File: config.mk
export PLATFORM = sky130hd
export DESIGN_NAME = issue_ctrl_sb_flat
export DESIGN_NICKNAME = d
export VERILOG_FILES = /design/src/rtl/issue_pkg.sv /design/src/rtl/issue_ctrl_sb_if.sv /design/src/rtl/issue_ctrl_sb_scoreboard.sv /design/src/rtl/issue_ctrl_sb.sv /design/src/flat_wrapper.sv
export SDC_FILE = /design/constraint.sdc
export NUM_CORES = 1
export LEC_CHECK = 0
export CAP_MARGIN = 5
export CORE_ASPECT_RATIO = 0.5
export CORE_MARGIN = 3
export CORE_UTILIZATION = 50
export CTS_CLUSTER_SIZE = 12
export DETAILED_ROUTE_END_ITERATION = 10
export PLACE_DENSITY = 0.79
export SLEW_MARGIN = 20
export SYNTH_ARGS = -nofsm -noshare
export SYNTH_HDL_FRONTEND = slang
export SYNTH_SLANG_ARGS = --single-unit
export TNS_END_PERCENT = 10
File: constraint.sdc
create_clock -name i_CLK -period 3.6 [get_ports i_CLK]
set_input_delay 0.36 -clock i_CLK [delete_from_list [all_inputs] [get_ports i_CLK]]
set_output_delay 0.36 -clock i_CLK [all_outputs]
set_load 0.02 [all_outputs]
File: src/rtl/issue_pkg.sv
// Shared field layout, default widths and instruction decode for the scoreboarded issue control.
package issue_pkg;
  localparam int INSTR_WIDTH_D     = 32;
  localparam int ADDR_WIDTH_D      = 5;
  localparam int OPER_WIDTH_D      = 2;
  localparam int MAX_OUTSTANDING_D = 4;

  localparam int OPER_MSB = 31;
  localparam int DEST_MSB = 29;
  localparam int SRC0_MSB = 24;
  localparam int SRC1_MSB = 19;

  typedef struct packed {
    logic [OPER_WIDTH_D-1:0] oper;
    logic [ADDR_WIDTH_D-1:0] dest;
    logic [ADDR_WIDTH_D-1:0] src0;
    logic [ADDR_WIDTH_D-1:0] src1;
  } instr_f_t;

  function automatic instr_f_t decode_fields(input logic [INSTR_WIDTH_D-1:0] instr);
    instr_f_t f;
    f.oper = instr[OPER_MSB -: OPER_WIDTH_D];
    f.dest = instr[DEST_MSB -: ADDR_WIDTH_D];
    f.src0 = instr[SRC0_MSB -: ADDR_WIDTH_D];
    f.src1 = instr[SRC1_MSB -: ADDR_WIDTH_D];
    return f;
  endfunction
endpackage

File: src/rtl/issue_ctrl_sb_if.sv
// Instruction/ALU/writeback bundle between the issue control and its neighbours.
interface issue_ctrl_sb_if #(
  parameter int INSTR_WIDTH = 32,
  parameter int ADDR_WIDTH  = 5,
  parameter int OPER_WIDTH  = 2,
  parameter int CNT_WIDTH   = 3
);
  logic [INSTR_WIDTH-1:0] i_instr;
  logic                   i_valid;
  logic                   o_ready;
  logic [ADDR_WIDTH-1:0]  o_reg0_addr;
  logic [ADDR_WIDTH-1:0]  o_reg1_addr;
  logic [ADDR_WIDTH-1:0]  o_reg2_addr;
  logic [OPER_WIDTH-1:0]  o_alu_oper;
  logic                   o_alu_valid;
  logic                   i_alu_ready;
  logic                   i_wb_valid;
  logic [ADDR_WIDTH-1:0]  i_wb_addr;
  logic                   i_drain;
  logic                   o_idle;
  logic [CNT_WIDTH-1:0]   o_outstanding;
  logic                   o_wb_err;

  modport slave (
    input  i_instr, i_valid, i_alu_ready, i_wb_valid, i_wb_addr, i_drain,
    output o_ready, o_reg0_addr, o_reg1_addr, o_reg2_addr, o_alu_oper, o_alu_valid,
           o_idle, o_outstanding, o_wb_err
  );
  modport master (
    output i_instr, i_valid, i_alu_ready, i_wb_valid, i_wb_addr, i_drain,
    input  o_ready, o_reg0_addr, o_reg1_addr, o_reg2_addr, o_alu_oper, o_alu_valid,
           o_idle, o_outstanding, o_wb_err
  );
endinterface

File: src/rtl/issue_ctrl_sb_scoreboard.sv
// Pending-register bit vector: one set port (issue), one clear port (writeback), four read ports.
module issue_ctrl_sb_scoreboard #(
  parameter int ADDR_WIDTH = 5
)(
  input  logic                  i_CLK,
  input  logic                  i_RSTn,
  input  logic                  set_en,
  input  logic [ADDR_WIDTH-1:0] set_addr,
  input  logic                  clr_en,
  input  logic [ADDR_WIDTH-1:0] clr_addr,
  input  logic [ADDR_WIDTH-1:0] rd0_addr,
  input  logic [ADDR_WIDTH-1:0] rd1_addr,
  input  logic [ADDR_WIDTH-1:0] rdd_addr,
  input  logic [ADDR_WIDTH-1:0] rdw_addr,
  output logic                  rd0_pend,
  output logic                  rd1_pend,
  output logic                  rdd_pend,
  output logic                  rdw_pend
);
  localparam int ENTRIES = 2**ADDR_WIDTH;

  logic [ENTRIES-1:0] pend;

  // Register 0 is never marked pending, so it can never cause a hazard.
  always_ff @(posedge i_CLK) begin
    if (!i_RSTn) begin
      pend <= '0;
    end else begin
      if (clr_en) pend[clr_addr] <= 1'b0;
      if (set_en && set_addr != '0) pend[set_addr] <= 1'b1;
    end
  end

  assign rd0_pend = pend[rd0_addr];
  assign rd1_pend = pend[rd1_addr];
  assign rdd_pend = pend[rdd_addr];
  assign rdw_pend = pend[rdw_addr];
endmodule

File: src/rtl/issue_ctrl_sb.sv
// Scoreboarded ALU issue control: up to MAX_OUTSTANDING in-flight results, RAW/WAW stall, drain/idle.
module issue_ctrl_sb
  import issue_pkg::*;
#(
  parameter int INSTR_WIDTH     = INSTR_WIDTH_D,
  parameter int ADDR_WIDTH      = ADDR_WIDTH_D,
  parameter int OPER_WIDTH      = OPER_WIDTH_D,
  parameter int MAX_OUTSTANDING = MAX_OUTSTANDING_D,
  parameter int CNT_WIDTH       = $clog2(MAX_OUTSTANDING+1)
)(
  input  logic           i_CLK,
  input  logic           i_RSTn,
  issue_ctrl_sb_if.slave bus
);
  instr_f_t               f;
  logic                   p_src0, p_src1, p_dest, p_wb;
  logic                   hazard, slot_free, ready, accept, wb_hit, wb_dec;
  logic [CNT_WIDTH-1:0]   count;
  logic                   alu_valid, wb_err;
  logic [OPER_WIDTH-1:0]  alu_oper;
  logic [ADDR_WIDTH-1:0]  reg2;

  assign f = decode_fields(bus.i_instr);

  issue_ctrl_sb_scoreboard #(.ADDR_WIDTH(ADDR_WIDTH)) u_sb (
    .i_CLK    (i_CLK),
    .i_RSTn   (i_RSTn),
    .set_en   (accept),
    .set_addr (f.dest),
    .clr_en   (wb_hit),
    .clr_addr (bus.i_wb_addr),
    .rd0_addr (f.src0),
    .rd1_addr (f.src1),
    .rdd_addr (f.dest),
    .rdw_addr (bus.i_wb_addr),
    .rd0_pend (p_src0),
    .rd1_pend (p_src1),
    .rdd_pend (p_dest),
    .rdw_pend (p_wb)
  );

  assign hazard    = p_src0 | p_src1 | p_dest;
  assign slot_free = !alu_valid || bus.i_alu_ready;
  assign ready     = i_RSTn && !bus.i_drain && !hazard && slot_free
                     && (count < CNT_WIDTH'(MAX_OUTSTANDING));
  assign accept    = bus.i_valid && ready;

  // Untracked r0 results are retired by a r0 writeback; the count guard keeps it from underflowing.
  assign wb_hit = bus.i_wb_valid && (p_wb || (bus.i_wb_addr == '0 && count != '0));
  assign wb_dec = wb_hit && count != '0;

  always_ff @(posedge i_CLK) begin
    if (!i_RSTn) begin
      count     <= '0;
      alu_valid <= 1'b0;
      alu_oper  <= '0;
      reg2      <= '0;
      wb_err    <= 1'b0;
    end else begin
      wb_err <= bus.i_wb_valid && !wb_hit;
      case ({accept, wb_dec})
        2'b10:   count <= count + CNT_WIDTH'(1);
        2'b01:   count <= count - CNT_WIDTH'(1);
        default: count <= count;
      endcase
      if (accept) begin
        alu_valid <= 1'b1;
        alu_oper  <= f.oper;
        reg2      <= f.dest;
      end else if (bus.i_alu_ready) begin
        alu_valid <= 1'b0;
      end
    end
  end

  assign bus.o_ready       = ready;
  assign bus.o_reg0_addr   = f.src0;
  assign bus.o_reg1_addr   = f.src1;
  assign bus.o_reg2_addr   = reg2;
  assign bus.o_alu_oper    = alu_oper;
  assign bus.o_alu_valid   = alu_valid;
  assign bus.o_idle        = (count == '0) && !alu_valid;
  assign bus.o_outstanding = count;
  assign bus.o_wb_err      = wb_err;
endmodule

File: src/flat_wrapper.sv
// flat-port wrapper written by rule: the top's interface ports become plain ports
module issue_ctrl_sb_flat import issue_pkg::*;
#(
  parameter int INSTR_WIDTH     = INSTR_WIDTH_D,
  parameter int ADDR_WIDTH      = ADDR_WIDTH_D,
  parameter int OPER_WIDTH      = OPER_WIDTH_D,
  parameter int MAX_OUTSTANDING = MAX_OUTSTANDING_D,
  parameter int CNT_WIDTH       = $clog2(MAX_OUTSTANDING+1)
)
  (i_CLK, i_RSTn, bus_i_instr, bus_i_valid, bus_i_alu_ready, bus_i_wb_valid, bus_i_wb_addr, bus_i_drain, bus_o_ready, bus_o_reg0_addr, bus_o_reg1_addr, bus_o_reg2_addr, bus_o_alu_oper, bus_o_alu_valid, bus_o_idle, bus_o_outstanding, bus_o_wb_err);
  issue_ctrl_sb_if #(.INSTR_WIDTH(INSTR_WIDTH), .ADDR_WIDTH(ADDR_WIDTH), .OPER_WIDTH(OPER_WIDTH), .CNT_WIDTH(CNT_WIDTH)) bus_i ();
  input  logic i_CLK;
  input  logic i_RSTn;
  input wire logic [$bits(bus_i.i_instr)-1:0] bus_i_instr;
  input wire logic [$bits(bus_i.i_valid)-1:0] bus_i_valid;
  input wire logic [$bits(bus_i.i_alu_ready)-1:0] bus_i_alu_ready;
  input wire logic [$bits(bus_i.i_wb_valid)-1:0] bus_i_wb_valid;
  input wire logic [$bits(bus_i.i_wb_addr)-1:0] bus_i_wb_addr;
  input wire logic [$bits(bus_i.i_drain)-1:0] bus_i_drain;
  output wire logic [$bits(bus_i.o_ready)-1:0] bus_o_ready;
  output wire logic [$bits(bus_i.o_reg0_addr)-1:0] bus_o_reg0_addr;
  output wire logic [$bits(bus_i.o_reg1_addr)-1:0] bus_o_reg1_addr;
  output wire logic [$bits(bus_i.o_reg2_addr)-1:0] bus_o_reg2_addr;
  output wire logic [$bits(bus_i.o_alu_oper)-1:0] bus_o_alu_oper;
  output wire logic [$bits(bus_i.o_alu_valid)-1:0] bus_o_alu_valid;
  output wire logic [$bits(bus_i.o_idle)-1:0] bus_o_idle;
  output wire logic [$bits(bus_i.o_outstanding)-1:0] bus_o_outstanding;
  output wire logic [$bits(bus_i.o_wb_err)-1:0] bus_o_wb_err;
  assign bus_i.i_instr = bus_i_instr;
  assign bus_i.i_valid = bus_i_valid;
  assign bus_i.i_alu_ready = bus_i_alu_ready;
  assign bus_i.i_wb_valid = bus_i_wb_valid;
  assign bus_i.i_wb_addr = bus_i_wb_addr;
  assign bus_i.i_drain = bus_i_drain;
  assign bus_o_ready = bus_i.o_ready;
  assign bus_o_reg0_addr = bus_i.o_reg0_addr;
  assign bus_o_reg1_addr = bus_i.o_reg1_addr;
  assign bus_o_reg2_addr = bus_i.o_reg2_addr;
  assign bus_o_alu_oper = bus_i.o_alu_oper;
  assign bus_o_alu_valid = bus_i.o_alu_valid;
  assign bus_o_idle = bus_i.o_idle;
  assign bus_o_outstanding = bus_i.o_outstanding;
  assign bus_o_wb_err = bus_i.o_wb_err;
  issue_ctrl_sb #(.INSTR_WIDTH(INSTR_WIDTH), .ADDR_WIDTH(ADDR_WIDTH), .OPER_WIDTH(OPER_WIDTH), .MAX_OUTSTANDING(MAX_OUTSTANDING), .CNT_WIDTH(CNT_WIDTH)) u_core (.i_CLK(i_CLK), .i_RSTn(i_RSTn), .bus(bus_i));
endmodule
==> flow_metrics.tcl <==
set metrics [dict create \
    timing.hold.ws_ps 467 \
    synthTopCellsByArea "dfxtp_1 28%, mux4_2 12%, mux2i_1 11%, o311ai_1 8.6%, o31ai_1 7.1%" \
    dpl.cell_count 438 \
    p_total_mw 1.26 \
    tns_ps 0 \
    synthSimpleGateAreaFrac 0.135 \
    cts-htree-levels 2 \
    relSlewSlack 0.611 \
    cp-start-kind "input port" \
    clk_pin_slew_worst_paths_ps 70 \
    avgRoutedWirePerCell_um 23.8 \
    crit_family "buffers and inverters" \
    synth_edf_count 0 \
    antenna_found_initial 0 \
    die_w_um 119 \
    synth_area_mm2 0.00317 \
    numClockSinks 44 \
    drive_above_1_share 0.160 \
    crit_buf_inv 3 \
    grt_use_met1 0.401 \
    ys_ff_latch 44 \
    synth_top_family_by_area "multiplexers" \
    synthFlopType "dfxtp_1" \
    die_height_um 62.3 \
    worst_pin_slew_ps 581 \
    hold_class "flop to flop" \
    num_antenna_cells 0 \
    synthXorXnorAreaFrac 0.00553 \
    period_needed_ps 3480 \
    cp-end-kind "primary output" \
    dieArea_mm2 0.00739 \
    cts_tree "done" \
    crit_chain "clkdlybuf4s50_1 > mux4_2 > o2111ai_1 > nand4_2 > nor3_4 > buf_4 > clkdlybuf4s50_1" \
    drc 0 \
    synthMuxAreaShare 0.252 \
    timing.critical_path.mode_cell "clkdlybuf4s50_1" \
    final_core_util 0.675 \
    final_nets 406 \
    max_clock_freq_mhz 288 \
    worst_slack_ps 124 \
    grt_pass1_vias 3006 \
    p_per_area_mw_per_mm2 322 \
    required_ps 3240 \
    grt.overflow.total 0 \
    critPathKind "input port to primary output" \
    ys_types 54 \
    drv_slew 0 \
    num_rows 19 \
    fin_area_mm2 0.00392 \
    p_leak_nw 1.42 \
    dr.first_iter.drc_count 372 \
    rsz0062_at_grt "no" \
    arrival_ps 3120 \
    clock_skew_ps 7.20 \
    cts_buffers 5 \
    synth_compound_area_frac 0.231 \
    top_usage_layer "met1" \
    start_util 0.546 \
    seq_area_um2 881 \
    area_growth_pct 23.6 \
    period_share 0.966 \
    cts_buffer_depth 2 \
    ys_seq_area_frac 0.278 \
    dp_hpwl_mm 7.47 \
    core-area_mm2 0.00580 \
    syn_avg_cell_area_um2 9.87 \
    final_common_cell "clkdlybuf4s50_1" \
    synth_cells 321 \
    nFillCells 493 \
    final_cell_mix "49 x clkdlybuf4s50_1, 44 x dfxtp_1, 35 x mux2i_1, 31 x o311ai_1, 30 x o31ai_1" \
    critPathMaxFanout 6 \
    worst_ir_drop_vdd_mv 0.187 \
    drv_cap 0 \
    synthArstFlopShare 0 \
    first_pass_iters 5 \
    multi_input_area_mm2 0.00201 \
    fin_cells 446 \
    pre_cts_slack_ps -106 \
    synth_fp_nets 366 \
    clk_latency_ps 290 \
    grt_max_degree 50 \
    grt_use_met2 0.400 \
    gp_congestion 0.973 \
    grt_pass1_wl_mm 16.5 \
    setup_violations 0 \
    viasPerCell 7.13 \
    status "completed" \
    hold_viol_final 0 \
    yosysTopAreaCell "dfxtp_1" \
    ioPinCount 67 \
    postRouteAntennaNets 0 \
    use_met3 0.0979 \
    synthAdderAreaFrac 0.0103 \
    num_vias 3178 \
    netlist.area_leader.share 0.278 \
    cpMaxStageDelayCell "clkdlybuf4s50_1" \
    gr-usage-all-layers 0.280 \
    slowest_delay_ps 700 \
    port_buffers 51 \
    cts_root_buf "clkbuf_16" \
    placed_area_mm2 0.00374 \
    drt-total-wl_mm 10.6 \
    ys_warn_count 0 \
]
[what timing repair did]
item,CTS,global route
buffers inserted,0,0
gates resized for setup,1,1
hold buffers,0,0
pin swaps,0,1
endpoints found under the setup margin,1,1
[worst reg2reg max path, stage by stage (launching register included)]
cell	delay, ps
dfxtp_1	410
mux4_1	520
mux4_2	470
nand2_1	100
nand4_2	100
nor3_4	330
nand2_4	90
ha_1	220
inv_1	70
fa_1	170
xor2_1	80
or3_1	300
a21boi_0	160
[logic make-up (layout without fill, tap and decap cells)]
kind of cell | count (synthesis) | count (layout)
AO/OA/AOI/OAI | 90 | 90
XOR/XNOR | 2 | 2
adder cells (fa/ha/maj) | 2 | 2
buffers and inverters | 54 | 95
flip-flops | 44 | 44
multiplexers | 55 | 55
AND/OR/NAND/NOR | 74 | 74
[where the power goes]
part	internal, mW	switching (mW)	leakage [nW]	total (mW)
clock network	0.330	0.205	0.0804	0.535
logic	0.0988	0.131	0.981	0.230
registers	0.492	0.00515	0.355	0.498
total	0.921	0.341	1.42	1.26
[per-layer routing]
layer | vias to the layer above | wire length [um]
li1 | 1364 | -
met1 | 1532 | 4450
met2 | 250 | 4350
met3 | 32 | 1550
met4 | 0 | 251
met5 | - | 0
[sequential cells by signal (all words and copies together), names as in the netlist]
register,count
u_core.u_sb.pend,32
u_core.bus.o_reg2_addr,5
u_core.bus.o_outstanding,3
u_core.bus.o_alu_oper,2
u_core.bus.o_alu_valid,1
u_core.bus.o_wb_err,1
[path summary, 6_finish.rpt]
check | slack (ps) | startpoint | end | depth (start not counted)
max | 120 | bus_i_instr[20] | bus_o_ready | 7
min | 470 | u_core.bus.o_alu_oper[0]$_SDFFE_PN0P_ | u_core.bus.o_alu_oper[0]$_SDFFE_PN0P_ | 2
max reg2reg | 500 | u_core.u_sb.pend[4]$_SDFF_PN0_ | u_core.bus.o_outstanding[2]$_SDFFE_PN0P_ | 12
min reg2reg | 470 | u_core.bus.o_alu_oper[0]$_SDFFE_PN0P_ | u_core.bus.o_alu_oper[0]$_SDFFE_PN0P_ | 2
[cell usage after synthesis (3+ instances only)]
| cell | count |
|---|---|
| o31ai_1 | 30 |
| or3_1 | 3 |
| mux2i_1 | 35 |
| o31ai_2 | 3 |
| nand3b_1 | 6 |
| mux4_2 | 17 |
| nand4_1 | 4 |
| nor2_1 | 7 |
| nand2b_1 | 4 |
| nand2_1 | 15 |
| inv_1 | 12 |
| o22ai_1 | 4 |
| clkbuf_1 | 20 |
| dfxtp_1 | 44 |
| buf_4 | 10 |
| nand3_1 | 12 |
| nor2b_1 | 4 |
| o311ai_1 | 31 |
| buf_2 | 4 |
| nor3_1 | 5 |
| buf_6 | 5 |
| o2111ai_1 | 3 |
[layout make-up]
type | count | share of cell area
clock buffers | 5 | 0.0320
clock inverters | 3 | 0.0118
inverters | 13 | 0.0125
multi-input cells | 223 | 0.514
flip-flops and latches | 44 | 0.225
well taps | 84 | 0.0268
repair buffers | 74 | 0.178
Power figures use the tool's default switching activity.
